$ cat config.mk
export PLATFORM = sky130hd
export DESIGN_NAME = cordic_vector_iter_flat
export DESIGN_NICKNAME = d
export VERILOG_FILES = /design/src/rtl/cordic_vector_iter_if.sv /design/src/rtl/cordic_vector_iter.sv /design/src/flat_wrapper.sv
export SDC_FILE = /design/constraint.sdc
export NUM_CORES = 1
export LEC_CHECK = 0
export CAP_MARGIN = 15
export CORE_MARGIN = 2
export CORE_UTILIZATION = 39
export DETAILED_ROUTE_END_ITERATION = 10
export SLEW_MARGIN = 10
export SYNTH_ARGS = -nofsm -noshare
export SYNTH_HDL_FRONTEND = slang
export SYNTH_SLANG_ARGS = --single-unit
$ cat constraint.sdc
create_clock -name clock -period 15.22 [get_ports clock]
set_input_delay 1.522 -clock clock [delete_from_list [all_inputs] [get_ports clock]]
set_output_delay 1.522 -clock clock [all_outputs]
set_load 0.005 [all_outputs]
$ cat src/rtl/cordic_vector_iter_if.sv
// Handshake bundle for cordic_vector_iter: I/Q sample in, magnitude/phase out.
// The design sits on the slave side, while the upstream/downstream user drives the master side.
interface cordic_vector_iter_if #(
  parameter int XY_WIDTH = 16,
  parameter int Z_WIDTH  = 16
);
  logic                       in_valid;
  logic                       in_ready;
  logic signed [XY_WIDTH-1:0] xin;
  logic signed [XY_WIDTH-1:0] yin;
  logic                       out_valid;
  logic                       out_ready;
  logic        [XY_WIDTH+1:0] mag_out;
  logic        [Z_WIDTH-1:0]  phase_out;

  modport master (
    output in_valid, xin, yin, out_ready,
    input  in_ready, out_valid, mag_out, phase_out
  );

  modport slave (
    input  in_valid, xin, yin, out_ready,
    output in_ready, out_valid, mag_out, phase_out
  );
endinterface

$ cat src/rtl/cordic_vector_iter.sv
// cordic_vector_iter: iterative vectoring-mode CORDIC (I/Q -> magnitude, phase).
// One micro-rotation per clock and one conversion in flight at a time.
// Optional feature macro CORDIC_GAIN_COMP_EN: when defined, a one-cycle SCALE state
// multiplies x by ~1/K so that mag_out approximates the true magnitude.
// Z_WIDTH is limited to 31 because the arctangent table holds 32 fractional bits.
module cordic_vector_iter #(
  parameter int XY_WIDTH = 16,
  parameter int Z_WIDTH  = 16,
  parameter int STAGES   = 14
) (
  input logic            clock,
  input logic            reset_n,
  cordic_vector_iter_if.slave bus
);

  localparam int W     = XY_WIDTH + 3;
  localparam int CNT_W = (STAGES > 1) ? $clog2(STAGES) : 1;
  localparam logic [CNT_W-1:0]   LAST        = CNT_W'(STAGES - 1);
  localparam logic [Z_WIDTH-1:0] QUARTER     = {2'b01, {(Z_WIDTH-2){1'b0}}};
  localparam logic [Z_WIDTH-1:0] NEG_QUARTER = {2'b11, {(Z_WIDTH-2){1'b0}}};

  typedef enum logic [2:0] {IDLE, PRE, ITER, SCALE, DONE} state_t;

  state_t state_q, state_d;

  logic signed [W-1:0]  x_q, y_q;
  logic [Z_WIDTH-1:0]   z_q;
  logic [CNT_W-1:0]     iter_cnt;
  logic                 zero_q;
  logic                 in_ready_q;
  logic                 out_valid_q;
  logic [XY_WIDTH+1:0]  mag_q;
  logic [Z_WIDTH-1:0]   phase_q;

  logic signed [W-1:0]  x_fold, y_fold;
  logic [Z_WIDTH-1:0]   z_fold;
  logic signed [W-1:0]  x_iter, y_iter;
  logic [Z_WIDTH-1:0]   z_iter;
  logic [Z_WIDTH-1:0]   atan_i;

  logic capture, do_fold, do_iter, load_out, in_ready_d;
`ifdef CORDIC_GAIN_COMP_EN
  logic                 do_scale;
  logic signed [W-1:0]  x_scaled;
`endif

  assign bus.in_ready  = in_ready_q;
  assign bus.out_valid = out_valid_q;
  assign bus.mag_out   = mag_q;
  assign bus.phase_out = phase_q;

  // atan(2^-i) as a fraction of the full circle with 32 fractional bits, rounded to Z_WIDTH.
  function automatic logic [Z_WIDTH-1:0] atan_rom(input int idx);
    logic [31:0] frac;
    case (idx)
      0:  frac = 32'h20000000;
      1:  frac = 32'h12E4051E;
      2:  frac = 32'h09FB385B;
      3:  frac = 32'h051111D4;
      4:  frac = 32'h028B0D43;
      5:  frac = 32'h0145D7E1;
      6:  frac = 32'h00A2F61E;
      7:  frac = 32'h00517C55;
      8:  frac = 32'h0028BE53;
      9:  frac = 32'h00145F2F;
      10: frac = 32'h000A2F98;
      11: frac = 32'h000517CC;
      12: frac = 32'h00028BE6;
      13: frac = 32'h000145F3;
      14: frac = 32'h0000A2FA;
      15: frac = 32'h0000517D;
      16: frac = 32'h000028BE;
      17: frac = 32'h0000145F;
      18: frac = 32'h00000A30;
      19: frac = 32'h00000518;
      20: frac = 32'h0000028C;
      21: frac = 32'h00000146;
      22: frac = 32'h000000A3;
      23: frac = 32'h00000051;
      24: frac = 32'h00000029;
      25: frac = 32'h00000014;
      26: frac = 32'h0000000A;
      27: frac = 32'h00000005;
      28: frac = 32'h00000003;
      29: frac = 32'h00000001;
      30: frac = 32'h00000001;
      default: frac = 32'h00000000;
    endcase
    return Z_WIDTH'((frac >> (32 - Z_WIDTH)) + 32'(frac[31 - Z_WIDTH]));
  endfunction

  // State register; reset aborts any conversion in flight.
  always_ff @(posedge clock or negedge reset_n) begin
    if (!reset_n) state_q <= IDLE;
    else          state_q <= state_d;
  end

  // Next-state logic: accept in IDLE, fold, iterate, optional scale, hold result until taken.
  always_comb begin
    state_d = state_q;
    unique case (state_q)
      IDLE: if (bus.in_valid && in_ready_q) state_d = PRE;
      PRE:  state_d = ITER;
      ITER: if (iter_cnt == LAST) begin
`ifdef CORDIC_GAIN_COMP_EN
        state_d = SCALE;
`else
        state_d = DONE;
`endif
      end
`ifdef CORDIC_GAIN_COMP_EN
      SCALE: state_d = DONE;
`endif
      DONE: if (out_valid_q && bus.out_ready) state_d = IDLE;
      default: state_d = IDLE;
    endcase
  end

  // Per-state control strobes; in_ready is registered from the next state so it drops on accept.
  always_comb begin
    capture    = (state_q == IDLE) && bus.in_valid && in_ready_q;
    do_fold    = (state_q == PRE);
    do_iter    = (state_q == ITER);
    load_out   = (state_q == DONE) && !out_valid_q;
    in_ready_d = (state_d == IDLE);
`ifdef CORDIC_GAIN_COMP_EN
    do_scale   = (state_q == SCALE);
`endif
  end

  // Quadrant fold into the right half-plane so the iterations only need +/-90 deg of range.
  always_comb begin
    x_fold = x_q;
    y_fold = y_q;
    z_fold = '0;
    if (x_q[W-1]) begin
      if (!y_q[W-1]) begin
        x_fold = y_q;
        y_fold = -x_q;
        z_fold = QUARTER;
      end else begin
        x_fold = -y_q;
        y_fold = x_q;
        z_fold = NEG_QUARTER;
      end
    end
  end

  // One micro-rotation steering y toward zero; shifts use the pre-update x and y.
  always_comb begin
    atan_i = atan_rom(int'(iter_cnt));
    if (!y_q[W-1]) begin
      x_iter = x_q + (y_q >>> iter_cnt);
      y_iter = y_q - (x_q >>> iter_cnt);
      z_iter = z_q + atan_i;
    end else begin
      x_iter = x_q - (y_q >>> iter_cnt);
      y_iter = y_q + (x_q >>> iter_cnt);
      z_iter = z_q - atan_i;
    end
  end

`ifdef CORDIC_GAIN_COMP_EN
  // Shift-add approximation of 1/K (~0.6074) to undo the CORDIC gain.
  always_comb begin
    x_scaled = (x_q >>> 1) + (x_q >>> 3) - (x_q >>> 6) - (x_q >>> 9);
  end
`endif

  // Datapath, iteration counter and registered outputs.
  always_ff @(posedge clock or negedge reset_n) begin
    if (!reset_n) begin
      x_q         <= '0;
      y_q         <= '0;
      z_q         <= '0;
      iter_cnt    <= '0;
      zero_q      <= 1'b0;
      in_ready_q  <= 1'b0;
      out_valid_q <= 1'b0;
      mag_q       <= '0;
      phase_q     <= '0;
    end else begin
      in_ready_q <= in_ready_d;
      if (capture) begin
        x_q <= {{3{bus.xin[XY_WIDTH-1]}}, bus.xin};
        y_q <= {{3{bus.yin[XY_WIDTH-1]}}, bus.yin};
      end
      if (do_fold) begin
        x_q      <= x_fold;
        y_q      <= y_fold;
        z_q      <= z_fold;
        zero_q   <= (x_q == '0) && (y_q == '0);
        iter_cnt <= '0;
      end
      if (do_iter) begin
        x_q      <= x_iter;
        y_q      <= y_iter;
        z_q      <= z_iter;
        iter_cnt <= (iter_cnt == LAST) ? '0 : iter_cnt + CNT_W'(1);
      end
`ifdef CORDIC_GAIN_COMP_EN
      if (do_scale) x_q <= x_scaled;
`endif
      if (load_out) begin
        out_valid_q <= 1'b1;
        mag_q       <= zero_q ? '0 : x_q[XY_WIDTH+1:0];
        phase_q     <= zero_q ? '0 : z_q;
      end else if (out_valid_q && bus.out_ready) begin
        out_valid_q <= 1'b0;
      end
    end
  end

endmodule

$ cat src/flat_wrapper.sv
// flat-port wrapper written by rule: the top's interface ports become plain ports
module cordic_vector_iter_flat 
#(
  parameter int XY_WIDTH = 16,
  parameter int Z_WIDTH  = 16,
  parameter int STAGES   = 14
)
  (clock, reset_n, bus_in_valid, bus_xin, bus_yin, bus_out_ready, bus_in_ready, bus_out_valid, bus_mag_out, bus_phase_out);
  cordic_vector_iter_if #(.XY_WIDTH(XY_WIDTH), .Z_WIDTH(Z_WIDTH)) bus_i ();
  input logic clock;
  input logic reset_n;
  input wire logic [$bits(bus_i.in_valid)-1:0] bus_in_valid;
  input wire logic [$bits(bus_i.xin)-1:0] bus_xin;
  input wire logic [$bits(bus_i.yin)-1:0] bus_yin;
  input wire logic [$bits(bus_i.out_ready)-1:0] bus_out_ready;
  output wire logic [$bits(bus_i.in_ready)-1:0] bus_in_ready;
  output wire logic [$bits(bus_i.out_valid)-1:0] bus_out_valid;
  output wire logic [$bits(bus_i.mag_out)-1:0] bus_mag_out;
  output wire logic [$bits(bus_i.phase_out)-1:0] bus_phase_out;
  assign bus_i.in_valid = bus_in_valid;
  assign bus_i.xin = bus_xin;
  assign bus_i.yin = bus_yin;
  assign bus_i.out_ready = bus_out_ready;
  assign bus_in_ready = bus_i.in_ready;
  assign bus_out_valid = bus_i.out_valid;
  assign bus_mag_out = bus_i.mag_out;
  assign bus_phase_out = bus_i.phase_out;
  cordic_vector_iter #(.XY_WIDTH(XY_WIDTH), .Z_WIDTH(Z_WIDTH), .STAGES(STAGES)) u_core (.clock(clock), .reset_n(reset_n), .bus(bus_i));
endmodule
==> results of run 1 <==
cells by family after synthesis:
kind of cell / count (synthesis) / synth area share
AND/OR/NAND/NOR: 456 / 0.198
AO/OA/AOI/OAI: 429 / 0.242
buffers and inverters: 153 / 0.0589
XOR/XNOR: 108 / 0.0852
flip-flops: 98 / 0.218
multiplexers: 90 / 0.122
adder cells (fa/ha/maj): 67 / 0.0764
Yosys cell counts (all sizes together), types with 4 or more instances:
master / n
nand2: 130
a21oi: 122
a21o: 12
mux4: 36
nor2: 134
buf: 32
or2: 12
o31ai: 19
a211oi: 30
nor3b: 6
nand3: 23
o211ai: 8
a22oi: 10
xnor2: 68
o22ai: 10
o21bai: 6
or3: 10
and3: 7
nand4: 7
o21a: 9
o2bb2ai: 5
o21ai: 117
dfrtp: 98
nor2b: 16
xor2: 39
clkbuf: 79
nand2b: 53
ha: 64
o31a: 4
and2: 8
a221oi: 8
a221o: 6
nor4: 6
or4: 9
inv: 41
o41ai: 4
a31oi: 16
o221ai: 5
a21boi: 8
mux2i: 39
nor3: 25
mux2: 15
metal layers:
layer	global-route usage	wire length [µm]	up-vias
met1	0.322	15700	5099
met3	0.0346	2470	77
li1	-	-	5081
met5	0	0	-
met2	0.392	16900	452
met4	0.0816	1090	0
critical path: cells and delay by family, from the launching register on:
family	cells	cell delay, ps
compound gates	11	1910
xor+xnor	1	170
fa+ha+maj	4	1340
buf+inv	3	1310
flops	1	350
mux	1	210
simple gates	4	770
area by class of cell:
class,count,share of cell area
Sequential cell,98,0.198
Clock inverter,7,0.00644
Tap cell,384,0.0387
Multi-Input combinational cell,1150,0.657
Inverter,42,0.0127
Timing Repair Buffer,91,0.0697
Clock buffer,9,0.0181
registers in the layout, indices dropped and copies added, names as in the netlist:
register and count:
u_core.bus.mag_out 18, u_core.z_q 16, u_core.y_q 19, u_core.bus.in_ready 1, u_core.bus.phase_out 16, u_core.bus.out_valid 1
u_core.state_q 3, u_core.iter_cnt 4, u_core.x_q 19, u_core.zero_q 1
stage by stage:
| stage | hold WS [ps] | std cells | worst slack [ps] | area, µm² | util |
|---|---|---|---|---|---|
| 5_1_grt | 511 | 1781 | 8460 | 12400 | 0.435 |
| 4_1_cts | 489 | 1780 | 8930 | 12400 | 0.435 |
| 3_5_place_dp | 469 | 1764 | 8930 | 12100 | 0.424 |
| 3_3_place_gp | 460 | 1764 | 9140 | 12100 | 0.424 |
| 2_1_floorplan | 450 | 1401 | 9840 | 11300 | - |
| 6_report | 483 | 1781 | 9000 | 12400 | 0.435 |
path summary, 6_finish.rpt:
check | endpoint | depth (start not counted) | from | slack [ps]
min in group asynchronous | u_core.bus.phase_out[10] | 1 | reset_n | 1130
setup / recovery | u_core.z_q[14] | 24 | u_core.iter_cnt[0] | 9000
hold / removal | u_core.z_q[0] | 2 | u_core.z_q[0] | 480
setup reg to reg | u_core.z_q[14] | 24 | u_core.iter_cnt[0] | 9000
hold reg to reg | u_core.z_q[0] | 2 | u_core.z_q[0] | 480
max in group asynchronous | u_core.y_q[18] | 2 | reset_n | 12760
==> run_results.csv, run 1 <==
group,metric,value,unit
timing,grt_setup_unrepaired,"no",
finish,area_delta_synth_final,10.4,%
logic_synthesis,seq_area_frac_synth,0.218,
global_route,wire_length_of_the_first_global_routing_pass,57.6,mm
clock_tree,ctsHoldBuffers,0,
clock_tree,h-tree-depth,3,
floorplan,die_x,174,µm
logic_synthesis,synth_cells,1401,
clock_tree,post_cts_resize_count,0,
finish,layout-drive-gt1-share,0.0902,
routing,drt_iter0_markers,1028,
global_route,grt_remaining_overflow,0,
routing,drcViolationCount,0,
timing,layout_min_cycle_time,6220,ps
logic_synthesis,ys_warn_count,0,
timing,min_period_over_period,0.409,
logic_synthesis,netlist_top_cells_area,"sky130_fd_sc_hd__dfrtp_1, sky130_fd_sc_hd__mux4_2, sky130_fd_sc_hd__ha_1, sky130_fd_sc_hd__a21oi_1, sky130_fd_sc_hd__xnor2_1",
critical_path,highest_cell_delay_on_the_worst_timing_path,700,ps
critical_path,slowest_stage_cell_on_the_critical_path,"sky130_fd_sc_hd__buf_4",
floorplan,die_h,174,µm
logic_synthesis,mappedNetlistArea,11300,µm²
critical_path,crit_fanout,66,
logic_synthesis,synth-edff-count,0,
routing,antenna_violating_nets_post_route,0,
floorplan,initial_utilization,0.394,
routing,aggregate_routed_wire_length,36.1,mm
min_path,worst_hold_path_type,"reg -> reg",
critical_path,critical_path_arrival,6460,ps
finish,seq_area,2460,µm²
clock_tree,cts_tree,"done",
clock_tree,insertion_delay,370,ps
finish,most_common_cell_after_layout_fill_and_taps_aside,"sky130_fd_sc_hd__nor2_1",
timing,fin_skew,16.1,ps
critical_path,worstPathCellList,"buf_4 > clkinv_1 > ha_1 > a21oi_1 > a31oi_1 > ha_1 > ha_1 > inv_1 > a21oi_1 > or4_1 > a211o_1 > a21oi_1 > a21oi_1 > xor2_1 > ha_1 > a21oi_1 > nor2b_1 > o21ai_0 > nand2b_1 > a21oi_1 > nor2b_1 > a41oi_1 > mux2i_1 > o21ai_0",
placed_design,port_buffers,71,
clock_tree,clock_sinks,98,
finish,nets,1495,
logic_synthesis,synth_async_sr_flop_share,1.00,
run_status,run_status,"finished, final reports clean",
timing,max_freq,0.161,GHz
flow_run,cap_viol_max_count,0,
clock_tree,clock_path_buffers,2,
routing,drt_pass1_iterations,5,
floorplan,core_rows,62,
timing,timing.setup.tns,0,ps
critical_path,startpoint_type,"flop",
logic_synthesis,post-synth-top-area-fraction,0.218,
logic_synthesis,synth_top_flop_cell,"sky130_fd_sc_hd__dfrtp_1",
logic_synthesis,synth_top_area_cell,"sky130_fd_sc_hd__dfrtp_1",
routing,route.vias.total,10700,
placed_design,dp_hpwl,25.8,mm
logic_synthesis,flip_flop_and_latch_count_after_synthesis,98,
floorplan,design.portCount,72,
timing,final_hold_viol_count,0,
timing,report.final.setup_viol,0,
global_route,grt_pass1_vias,10200,
global_route,grt_antenna_before_repair,0,
routing,routed_via_density,6.01,
global_route,grt_max_degree,67,
finish,multi_input_comb_area,8160,µm²
finish,antenna-diode-count,0,
placed_design,gp_congestion,0.942,
logic_synthesis,yosys.cell_types.count,89,
finish,most-common-layout-cells,"sky130_fd_sc_hd__nor2_1, sky130_fd_sc_hd__nand2_1, sky130_fd_sc_hd__a21oi_1, sky130_fd_sc_hd__o21ai_0, sky130_fd_sc_hd__dfrtp_1",
critical_path,endpoint_kind,"flop",
floorplan,die_area,30200,µm²
timing,finalMaxSlewViolations,0,
floorplan,core_area,28500,µm²
clock_tree,cts_buffers,9,
clock_tree,clk_pin_slew_worst_paths,90,ps
critical_path,timing.setup.critical_path_class,"reg -> reg",
logic_synthesis,avg_synthesized_cell_area,8.04,µm²
timing,slew_headroom,0.318,
critical_path,critical_path.most_common_cell,"sky130_fd_sc_hd__a21oi_1",
finish,num-fill-cells,2942,
critical_path,critical_path_required,15460,ps
clock_tree,cts-root-buf,"sky130_fd_sc_hd__clkbuf_16",
timing,worst_pin_slew,998,ps
routing,routed_wire_length_per_instance,20.3,µm
clock_tree,cts_post_setup_buffers_inserted,0,
global_route,grt_use_total,0.239,
logic_synthesis,syn-num-nets,1504,
Power of run 1 is not shown: default switching activity piles up to over one toggle a cycle in this logic, so the estimate is an artifact.
==> run 2: changes to the inputs <==
==> constraint.sdc (replaced) <==
create_clock -name clock -period 6.5 [get_ports clock]
set_input_delay 0.65 -clock clock [delete_from_list [all_inputs] [get_ports clock]]
set_output_delay 0.65 -clock clock [all_outputs]
set_load 0.005 [all_outputs]
==> run_results.csv, run 2 (same netlist as run 1, synthesis figures left out) <==
group,metric,value,unit
floorplan,design.portCount,72,
critical_path,timing.setup.critical_path_class,"reg -> reg",
routing,antenna_violating_nets_post_route,0,
finish,nets,1500,
routing,drt_pass1_iterations,5,
min_path,worst_hold_path_type,"in -> async",
timing,final_hold_viol_count,0,
placed_design,dp_hpwl,27.1,mm
timing,fin_skew,12.8,ps
routing,route.vias.total,10800,
finish,most_common_cell_after_layout_fill_and_taps_aside,"sky130_fd_sc_hd__nor2_1",
timing,worst_pin_slew,993,ps
timing,min_period_over_period,0.873,
routing,routed_wire_length_per_instance,21.0,µm
clock_tree,cts_post_setup_buffers_inserted,0,
floorplan,core_rows,62,
floorplan,core_area,28500,µm²
finish,most-common-layout-cells,"sky130_fd_sc_hd__nor2_1, sky130_fd_sc_hd__nand2_1, sky130_fd_sc_hd__a21oi_1, sky130_fd_sc_hd__o21ai_0, sky130_fd_sc_hd__dfrtp_1",
global_route,globalRouteMet2Util,0.391,
routing,aggregate_routed_wire_length,37.5,mm
global_route,grt_max_degree,70,
clock_tree,clock_sinks,98,
timing,layout_setup_ws,825,ps
clock_tree,cts-root-buf,"sky130_fd_sc_hd__clkbuf_16",
global_route,met3_usage,0.0416,
critical_path,critical_path_required,6730,ps
timing,timing.setup.tns,0,ps
routing,drcViolationCount,0,
placed_design,port_buffers,71,
global_route,grt_use_total,0.248,
timing,report.final.setup_viol,0,
floorplan,die_area,30200,µm²
finish,area_delta_synth_final,10.9,%
critical_path,startpoint_type,"flop",
critical_path,crit_fanout,25,
clock_tree,cts_buffers,9,
global_route,grt_antenna_before_repair,0,
timing,slew_headroom,0.337,
clock_tree,cts_tree,"done",
clock_tree,insertion_delay,370,ps
clock_tree,clock_path_buffers,2,
global_route,grt_busiest_layer,"met2",
floorplan,die_h,174,µm
clock_tree,h-tree-depth,3,
floorplan,initial_utilization,0.394,
global_route,wire_length_of_the_first_global_routing_pass,59.5,mm
floorplan,die_x,174,µm
flow_run,cap_viol_max_count,0,
routing,routed_via_density,6.03,
placed_design,gp_congestion,0.916,
clock_tree,post_cts_resize_count,0,
finish,antenna-diode-count,0,
timing,layout_min_cycle_time,5670,ps
finish,layout-drive-gt1-share,0.0942,
run_status,run_status,"finished, final reports clean",
routing,drt_iter0_markers,1004,
placed_design,dpl_worst_slack,839,ps
clock_tree,ctsHoldBuffers,0,
clock_tree,clk_pin_slew_worst_paths,80,ps
critical_path,critical_path_arrival,5910,ps
global_route,grt_util_met1,0.336,
critical_path,endpoint_kind,"flop",
timing,finalMaxSlewViolations,0,
timing,max_freq,0.176,GHz
global_route,grt_remaining_overflow,0,
global_route,grt_pass1_vias,10400,
timing,grt_setup_unrepaired,"no",
[run 2: critical path: stages, from the launching register on]
cell and delay (ps):
sky130_fd_sc_hd__dfrtp_2 700, sky130_fd_sc_hd__inv_1 280, sky130_fd_sc_hd__ha_1 370, sky130_fd_sc_hd__mux4_2 480, sky130_fd_sc_hd__ha_1 220, sky130_fd_sc_hd__ha_1 220
sky130_fd_sc_hd__inv_1 80, sky130_fd_sc_hd__a21oi_1 80, sky130_fd_sc_hd__or4_1 530, sky130_fd_sc_hd__a211o_1 330, sky130_fd_sc_hd__a21oi_1 280, sky130_fd_sc_hd__a21oi_1 130
sky130_fd_sc_hd__xor2_1 160, sky130_fd_sc_hd__ha_1 360, sky130_fd_sc_hd__a21oi_1 170, sky130_fd_sc_hd__nor2b_1 60, sky130_fd_sc_hd__o21ai_0 150, sky130_fd_sc_hd__nand2b_1 90
sky130_fd_sc_hd__a21oi_1 190, sky130_fd_sc_hd__nor2b_1 100, sky130_fd_sc_hd__o31a_1 290, sky130_fd_sc_hd__xnor2_1 160, sky130_fd_sc_hd__o21ai_0 90
[run 2: final timing paths]
kind,end,slack [ps],depth (start not counted),startpoint
worst max-delay path,u_core.z_q[15],830,22,u_core.iter_cnt[1]
worst min-delay path,u_core.bus.phase_out[10],250,1,reset_n
worst max register to register,u_core.z_q[15],830,22,u_core.iter_cnt[1]
worst min register to register,u_core.bus.mag_out[16],480,2,u_core.bus.mag_out[16]
max in group asynchronous,u_core.iter_cnt[1],5010,2,reset_n
min in group clock,u_core.bus.mag_out[16],480,2,u_core.bus.mag_out[16]
[run 2: layout make-up]
type	instances	area, µm²
clock buffers	9	225
clock inverters	7	95.1
fillers	2929	16100
inverters	42	158
multi-input cells	1150	8160
flip-flops and latches	98	2460
well taps	384	480
repair buffers	96	908
[run 2: stage by stage]
stage          cell area [µm²]   util  instances  hold WS [ps]
2_1_floorplan            11300      -       1401           354
3_3_place_gp             12200  0.426       1770           461
3_5_place_dp             12200  0.426       1770           469
4_1_cts                  12500  0.437       1786           275
5_1_grt                  12500  0.437       1786           290
6_report                 12500  0.437       1786           247
[run 2: per-layer routing]
layer  wire length (µm)  vias up
met4               1620        0
met3               2790       88
met5                  0        -
met1              16000     5158
li1                   -     5097
met2              17100      433
Power of run 2 is left out for the same reason.
